==> src/rtl/fifo_flex_if.sv <==
// Handshake and status bundle between a fifo_flex instance and its user.
interface fifo_flex_if #(
    parameter int unsigned DW = 8,
    parameter int unsigned FD = 8
);
    localparam int unsigned CW = $clog2(FD) + 1;

    logic          ffflush;
    logic          ffwreq;
    logic [DW-1:0] ffwdata;
    logic          ffwfull;
    logic          ffafull;
    logic          ffrreq;
    logic [DW-1:0] ffrdata;
    logic          ffrvld;
    logic          ffrempty;
    logic          ffaempty;
    logic [CW-1:0] ffvcnt;
    logic          ffovf;
    logic          ffudf;
    logic          fferrclr;

    modport master (
        output ffflush, ffwreq, ffwdata, ffrreq, fferrclr,
        input  ffwfull, ffafull, ffrdata, ffrvld, ffrempty, ffaempty, ffvcnt, ffovf, ffudf
    );

    modport slave (
        input  ffflush, ffwreq, ffwdata, ffrreq, fferrclr,
        output ffwfull, ffafull, ffrdata, ffrvld, ffrempty, ffaempty, ffvcnt, ffovf, ffudf
    );
endinterface

==> src/rtl/fifo_flex.sv <==
// Single-clock FIFO of arbitrary depth with registered-read or first-word-fall-through
// output, programmable almost-full/almost-empty levels and sticky overflow/underflow flags.
module fifo_flex #(
    parameter int unsigned DW     = 8,
    parameter int unsigned FD     = 8,
    parameter int unsigned FWFT   = 0,
    parameter int          AF_LVL = 6,
    parameter int          AE_LVL = 2
) (
    input  logic       clk,
    input  logic       reset,
    fifo_flex_if.slave bus
);
    localparam int unsigned AW = $clog2(FD);
    localparam int unsigned CW = $clog2(FD) + 1;

    if (DW < 1 || FD < 2 || FWFT > 1 || AE_LVL < 0 || AE_LVL >= AF_LVL || AF_LVL > int'(FD)) begin : g_bad_param
        $error("fifo_flex: illegal parameters DW=%0d FD=%0d FWFT=%0d AF_LVL=%0d AE_LVL=%0d",
               DW, FD, FWFT, AF_LVL, AE_LVL);
    end

    logic [DW-1:0] mem [FD];
    logic [AW-1:0] wptr;
    logic [AW-1:0] rptr;
    logic [CW-1:0] cnt;
    logic          ovf;
    logic          udf;
    logic          full;
    logic          empty;
    logic          wacc;
    logic          racc;

    assign full  = (cnt == CW'(FD));
    assign empty = (cnt == '0);
    assign wacc  = bus.ffwreq & ~full & ~bus.ffflush;
    assign racc  = bus.ffrreq & ~empty & ~bus.ffflush;

    // Explicit wrap compare keeps non-power-of-two depths correct.
    function automatic logic [AW-1:0] ptr_inc(input logic [AW-1:0] p);
        return (p == AW'(FD - 1)) ? '0 : p + AW'(1);
    endfunction

    always_ff @(posedge clk) begin
        if (reset) begin
            wptr <= '0;
            rptr <= '0;
            cnt  <= '0;
        end else if (bus.ffflush) begin
            wptr <= '0;
            rptr <= '0;
            cnt  <= '0;
        end else begin
            if (wacc) wptr <= ptr_inc(wptr);
            if (racc) rptr <= ptr_inc(rptr);
            if (wacc && !racc) begin
                cnt <= cnt + CW'(1);
            end else if (racc && !wacc) begin
                cnt <= cnt - CW'(1);
            end
        end
    end

    // Sticky error flags; a same-cycle set beats the clear.
    always_ff @(posedge clk) begin
        if (reset) begin
            ovf <= 1'b0;
            udf <= 1'b0;
        end else begin
            if (bus.ffwreq && full && !bus.ffflush) begin
                ovf <= 1'b1;
            end else if (bus.fferrclr) begin
                ovf <= 1'b0;
            end
            if (bus.ffrreq && empty && !bus.ffflush) begin
                udf <= 1'b1;
            end else if (bus.fferrclr) begin
                udf <= 1'b0;
            end
        end
    end

    always_ff @(posedge clk) begin
        if (wacc && !reset) mem[wptr] <= bus.ffwdata;
    end

    assign bus.ffwfull  = full;
    assign bus.ffafull  = (cnt >= CW'(AF_LVL));
    assign bus.ffrempty = empty;
    assign bus.ffaempty = (cnt <= CW'(AE_LVL));
    assign bus.ffvcnt   = cnt;
    assign bus.ffovf    = ovf;
    assign bus.ffudf    = udf;

    if (FWFT == 0) begin : g_reg_read
        logic [DW-1:0] rdata;
        logic          rvld;

        always_ff @(posedge clk) begin
            if (reset) begin
                rdata <= '0;
                rvld  <= 1'b0;
            end else begin
                rvld <= racc;
                if (racc) rdata <= mem[rptr];
            end
        end

        assign bus.ffrdata = rdata;
        assign bus.ffrvld  = rvld;
    end else begin : g_fwft_read
        // Head entry is only exposed when it has been written.
        assign bus.ffrdata = empty ? '0 : mem[rptr];
        assign bus.ffrvld  = ~empty;
    end
endmodule

==> src/flat_wrapper.sv <==
// flat-port wrapper written by rule: the top's interface ports become plain ports
module fifo_flex_flat 
#(
    parameter int unsigned DW     = 8,
    parameter int unsigned FD     = 8,
    parameter int unsigned FWFT   = 0,
    parameter int          AF_LVL = 6,
    parameter int          AE_LVL = 2
)
  (clk, reset, bus_ffflush, bus_ffwreq, bus_ffwdata, bus_ffrreq, bus_fferrclr, bus_ffwfull, bus_ffafull, bus_ffrdata, bus_ffrvld, bus_ffrempty, bus_ffaempty, bus_ffvcnt, bus_ffovf, bus_ffudf);
  fifo_flex_if #(.DW(DW), .FD(FD)) bus_i ();
  input  logic clk;
  input  logic reset;
  input wire logic [$bits(bus_i.ffflush)-1:0] bus_ffflush;
  input wire logic [$bits(bus_i.ffwreq)-1:0] bus_ffwreq;
  input wire logic [$bits(bus_i.ffwdata)-1:0] bus_ffwdata;
  input wire logic [$bits(bus_i.ffrreq)-1:0] bus_ffrreq;
  input wire logic [$bits(bus_i.fferrclr)-1:0] bus_fferrclr;
  output wire logic [$bits(bus_i.ffwfull)-1:0] bus_ffwfull;
  output wire logic [$bits(bus_i.ffafull)-1:0] bus_ffafull;
  output wire logic [$bits(bus_i.ffrdata)-1:0] bus_ffrdata;
  output wire logic [$bits(bus_i.ffrvld)-1:0] bus_ffrvld;
  output wire logic [$bits(bus_i.ffrempty)-1:0] bus_ffrempty;
  output wire logic [$bits(bus_i.ffaempty)-1:0] bus_ffaempty;
  output wire logic [$bits(bus_i.ffvcnt)-1:0] bus_ffvcnt;
  output wire logic [$bits(bus_i.ffovf)-1:0] bus_ffovf;
  output wire logic [$bits(bus_i.ffudf)-1:0] bus_ffudf;
  assign bus_i.ffflush = bus_ffflush;
  assign bus_i.ffwreq = bus_ffwreq;
  assign bus_i.ffwdata = bus_ffwdata;
  assign bus_i.ffrreq = bus_ffrreq;
  assign bus_i.fferrclr = bus_fferrclr;
  assign bus_ffwfull = bus_i.ffwfull;
  assign bus_ffafull = bus_i.ffafull;
  assign bus_ffrdata = bus_i.ffrdata;
  assign bus_ffrvld = bus_i.ffrvld;
  assign bus_ffrempty = bus_i.ffrempty;
  assign bus_ffaempty = bus_i.ffaempty;
  assign bus_ffvcnt = bus_i.ffvcnt;
  assign bus_ffovf = bus_i.ffovf;
  assign bus_ffudf = bus_i.ffudf;
  fifo_flex #(.DW(DW), .FD(FD), .FWFT(FWFT), .AF_LVL(AF_LVL), .AE_LVL(AE_LVL)) u_core (.clk(clk), .reset(reset), .bus(bus_i));
endmodule
==> config.mk <==
export PLATFORM = sky130hd
export DESIGN_NAME = fifo_flex_flat
export DESIGN_NICKNAME = d
export VERILOG_FILES = /design/src/rtl/fifo_flex_if.sv /design/src/rtl/fifo_flex.sv /design/src/flat_wrapper.sv
export SDC_FILE = /design/constraint.sdc
export NUM_CORES = 1
export LEC_CHECK = 0
export ABC_AREA = 1
export ABC_CLOCK_PERIOD_IN_PS = 2750
export CAP_MARGIN = 0
export CORE_MARGIN = 8
export CORE_UTILIZATION = 53
export CTS_BUF_LIST = sky130_fd_sc_hd__clkbuf_16
export CTS_CLUSTER_SIZE = 16
export DETAILED_ROUTE_END_ITERATION = 8
export PLACE_DENSITY = 0.77
export SLEW_MARGIN = 5
export SYNTH_ARGS = -nofsm -noshare
export SYNTH_HDL_FRONTEND = slang
export SYNTH_SLANG_ARGS = --single-unit
==> constraint.sdc <==
create_clock -name clk -period 2.75 [get_ports clk]
set_clock_uncertainty 0.15 [all_clocks]
set_input_delay 0.6875 -clock clk [delete_from_list [all_inputs] [get_ports clk]]
set_output_delay 0.6875 -clock clk [all_outputs]
set_load 0.005 [all_outputs]
After elaboration in Yosys (flattened, before gate mapping)
Memory sizes are Yosys's and may differ from the RTL's. A register that Yosys moved wholly into a read port is not among the register bits.
Index checks and enable logic that the tools add are counted.
{"block": "totals", "ramBits": 64, "wordCells": 48, "inputBits": 14, "n_memories": 1, "regBits": 13}
{"name": "u_core.mem", "words": 8, "width": 8, "rd": 1, "rd_ports_with_merged_regs": 1, "write_ports": 1, "line": "fifo_flex.sv:22", "text": "logic [DW-1:0] mem [FD];"}
{"block": "op_classes", "n_reduce_logical": 16, "bitwise": 7, "n_addsub": 4, "n_mux": 9, "n_eq_ne": 3, "n_lt_le_gt_ge": 2}
{"operator": "$mux W4", "count": 2}
{"operator": "$logic_and A1 B1 Y1", "count": 7}
{"operator": "$add A3 B1 Y3 const B", "count": 2}
{"operator": "$eq A3 B3 Y1 const B", "count": 2}
{"operator": "$mux W3", "count": 2}
{"operator": "$reduce_bool A2 Y1", "count": 3}
{"operator": "$mux W1", "count": 5}
{"operator": "$add A4 B1 Y4 const B", "count": 1}
{"operator": "$and A1 B1 Y1", "count": 4}
{"operator": "$eq A4 B4 Y1 const B", "count": 1}
{"operator": "$ge A4 B3 Y1 const B", "count": 1}
{"operator": "$le A4 B2 Y1 const B", "count": 1}
{"operator": "$logic_not A1 Y1", "count": 4}
{"operator": "$logic_not A4 Y1", "count": 1}
{"operator": "$sub A4 B1 Y4 const B", "count": 1}
{"operator": "$not A1 Y1", "count": 3}
{"operator": "$reduce_or A2 Y1", "count": 1}

Depth between registers and ports, before layout
{"block": "logic_depth", "depth_word": 8, "depth_mapped": 14, "mapped_depth_nobuf": 14}

Least setup slack after synthesis
OpenSTA, ideal clock, no wires.
{"block": "synth_timing", "kind": "input to register", "startpoint": "in bus_ffrreq", "endpoint": "reg u_core.cnt[3] (netlist: u_core.bus.ffvcnt[3])", "t_arrival_ns": 2.279, "path_stages": 13, "setup_slack_ns": 0.252, "setup_ns": 0.070, "required_time_ns": 2.530, "path_buffers": 1, "cell_sequence": "inv_1 nor2_1 nand2_4 buf_6 ha_1 inv_1 ha_1 or2_2 nand2_1 nand2_1 nand2_1 nand2_1 a21oi_1"}
{"block": "synth_between", "elab_chain_cells": 5}
{"element": "start, declared", "line": "flat_wrapper.sv:17", "text": "input wire logic [$bits(bus_i.ffrreq)-1:0] bus_ffrreq;"}
{"element": "$and A1 B1 Y1 (*) (2 in a row)", "line": "fifo_flex.sv:36", "text": "assign racc = bus.ffrreq & ~empty & ~bus.ffflush;"}
{"element": "$logic_not A1 Y1", "line": "fifo_flex.sv:55", "text": "if (wacc && !racc) begin"}
{"element": "$logic_and A1 B1 Y1", "line": "fifo_flex.sv:55"}
{"element": "$mux W4 or $reduce_bool A2 Y1 (tied branches)"}
{"element": "end signal, assigned", "line": "fifo_flex.sv:56", "text": "cnt <= cnt + CW'(1);"}
{"element": "end signal, assigned", "line": "fifo_flex.sv:58", "text": "cnt <= cnt - CW'(1);"}
{"element": "end, declared", "line": "fifo_flex.sv:25", "text": "logic [CW-1:0] cnt;"}
Mark *: on every way between the ends. The rest lies on a longest branch, timed or not.
A chain may end at the register's enable or synchronous reset.

Final worst setup path
Same ends and word-level chain as after synthesis.

==> summary.md <==
| Metric | Value |
|---|---|
| Die width | 100 um |
| Routed vias | 2734 |
| IO buf count | 32 |
| PwrDens | 640 mW/mm2 |
| Tightest Pin Transition | 528 ps |
| I/O pin cnt | 33 |
| Clock share of power | 45.1% |
| Highest Clock Rate | 382 MHz |
| Syn Std Cell Area | 0.00375 mm2 |
| Clock slew at reported path FFs | 60 ps |
| Max-Cap Viols | 0 |
| Clock Tree Root | clkbuf_16 |
| Setup crit end kind | flip-flop |
| Post-cts gate resize count | 0 |
| Crit path launch type | input pin |
| Share of layout cells above drive strength 1 | 9.64% |
| DRT Pass-1 Iters | 4 |
| TritonCTS clock tree | done |
| Total clock sinks | 85 |
| Mapped Nets | 411 |
| Cell Area, Placed | 0.00425 mm2 |
| Crit Path Max Fanout | 2 |
| RSZ-0062 raised after global routing | no |
| Type of the worst setup path | in2reg |
| Min-Delay Path Class | reg2reg |
| Avg Inst Size Synth | 9.65 um2 |
| P_leak | 1.97 nW |
| Final WS setup | 131 ps |
| Clk_lat worst skew | 330 ps |
| Area delta synth->final | 22.1% |
| Delay-heaviest family, CP | simple AND/OR/NAND/NOR gates |
| Site Rows | 30 |
| List of most frequent post-synthesis cells | nand2_1, inv_1, edfxtp_1 |
| Worst path max stage delay | 460 ps |
| Reported net switching power | 0.571 mW |
| Crit share post-route | 95.2% |
| Sequential Power Share | 48.1% |
| Via-to-Cell Ratio | 5.04 |
| Status | complete, no violations |
| Crit path buf inv count | 3 |
| DRT antenna net count | 0 |
| Number of DRC markers in iteration 0 | 264 |
| Critical Path RT | 2860 ps |
| WL final | 8010 um |
| Cell Int Power | 2.36 mW |
| Area contributors post-synth | edfxtp_1, dfxtp_1, nand2_1 |
| CTS Hold Bufs | 0 |
| Tmin final | 2620 ps |
| TritonCTS buffer count | 9 |
| Syn Inst Count | 389 |
| Slew headroom | 64.7% |
| Post-synth EDFFs | 64 |
| Arr. time, crit path | 2730 ps |
| Worst VDD drop | 0.439 mV |
| Area of the multi-input gates | 0.00104 mm2 |
| Post-CTS Setup Bufs | 0 |
| Crit path top cell by count | nand2_1 |
| Sequential cell area fraction in the yosys report | 62.4% |
| Netlist cell types | 24 |
| DP HPWL | 5070 um |
| Die Footprint | 0.0100 mm2 |
| Post-layout util | 67.1% |
| Switching share of power | 19.5% |
| Initial Utilization | 55.0% |
| Ys async rst share | 0% |
| Register area | 0.00234 mm2 |
| Most common cell in the synthesized netlist | nand2_1 |
| Layout Nets | 463 |
| H-tree depth reported by CTS | 3 |
| Total Power | 2.93 mW |
| # DRC | 0 |
| Core footprint | 0.00683 mm2 |
| Clock tree buffer depth | 2 |
| Dominant cell type by area after synthesis | edfxtp_1 |
| Comb pwr share | 6.8% |
| Final max-slew violation count | 0 |
| FF+latch count, synth | 85 |
| Final Hold Fails | 0 |
| Yosys top cell area share | 51.2% |
| Routed WL per cell | 14.8 um |
| Die Y | 100 um |
| Vias in the first global route | 2663 |
| Slowest cell on crit path | clkdlybuf4s50_1 |
| Cell area after layout | 0.00458 mm2 |
| Initial antenna violation count | 0 |
| Cell Chain, Critical Path | clkdlybuf4s50_1 -> inv_1 -> nor2_1 -> nand2_4 -> ha_1 -> inv_1 -> ha_1 -> or2_2 -> nand2_1 -> nand2_1 -> nand2_1 -> nand2_1 -> a21oi_1 |
| Global-route wire length before repair | 13100 um |
| GP Congestion | 0.806 |
| Largest net degree at the start of global routing | 34 |
| Top FF cell, synth | edfxtp_1 |
| DP Cell Count | 526 |
| # diodes | 0 |
| Fill cells | 515 |
| Post-place setup slack | -94.0 ps |
| Synth Warn # | 0 |
| Final Setup Violations | 0 |
| Cell Count, Final, Fillers Out | 542 |
| GRT Total Usage | 17.4% |
| GR Overflow Total | 0 |
[path summary, 6_finish.rpt]
kind              slack, ps  depth (start not counted)                          startpoint                                 end
setup reg to reg        410                         13   u_core.bus.ffvcnt[1]$_SDFFE_PP0P_   u_core.bus.ffvcnt[3]$_SDFFE_PP0P_
setup / recovery        130                         13                          bus_ffrreq   u_core.bus.ffvcnt[3]$_SDFFE_PP0P_
hold / removal          310                          2  u_core.bus.ffrdata[1]$_SDFFE_PP0P_  u_core.bus.ffrdata[1]$_SDFFE_PP0P_
hold reg to reg         310                          2  u_core.bus.ffrdata[1]$_SDFFE_PP0P_  u_core.bus.ffrdata[1]$_SDFFE_PP0P_
[cell type report]
class | instances | share of cell area, %
clock buffers | 9 | 4.91
clock inverters | 7 | 2.32
inverters | 69 | 5.79
multi-input cells | 222 | 22.7
flip-flops and latches | 85 | 51.1
well taps | 96 | 2.62
repair buffers | 54 | 10.6
[cell families after synthesis]
group | share of synthesized area [%]
adders and majority gates | 2.87
xor gates and xnor gates | 0.700
buffers and inverters | 9.96
DFF | 62.4
and+or+nand+nor | 20.8
AOI/OAI and AO/OA | 3.33
[layer usage]
layer | routed length [um] | track usage (%) | vias up
met5 | 0 | 0 | -
met4 | 185 | 11.4 | 0
met3 | 659 | 3.60 | 16
met2 | 3880 | 27.0 | 112
met1 | 3290 | 21.4 | 1253
li1 | - | - | 1353
[flip-flops by register name, summed over array words and instances (netlist names)]
| register | count |
|---|---|
| u_core.bus.ffovf | 1 |
| u_core.bus.ffrdata | 8 |
| u_core.bus.ffrvld | 1 |
| u_core.bus.ffudf | 1 |
| u_core.bus.ffvcnt | 4 |
| u_core.mem | 64 |
| u_core.rptr | 3 |
| u_core.wptr | 3 |
[tightest hold or removal path, cell delays in order (launching register included)]
cell	delay (ps)
dfxtp_1	300
nand2_1	60
a21oi_1	50
[power by group through the flow]
stage                     logic (mW)  registers, mW  clock network, mW
after floorplan                0.102           1.43                  0
after global placement         0.188           1.44                  0
after detailed placement       0.192           1.44                  0
after CTS                      0.199           1.41               1.34
after global routing           0.220           1.41               1.39
final                          0.199           1.41               1.32
[metrics by stage]
step,hold slack (ps),TNS (ps)
floorplan,304,0
global placement,301,-30.9
global route,333,0
finish,309,0
CTS,313,0
detailed placement,305,-145
[placed cells by master (no fill, tap or decap), drive strengths merged, types with 6 or more instances in the layout]
master	count
dfxtp	21
nor2	21
a21oi	19
inv	69
clkdlybuf4s50	32
o21ai	6
nand3	51
edfxtp	64
clkbuf	9
nand2	113
ha	7
buf	22
Power figures use the tool's default switching activity.
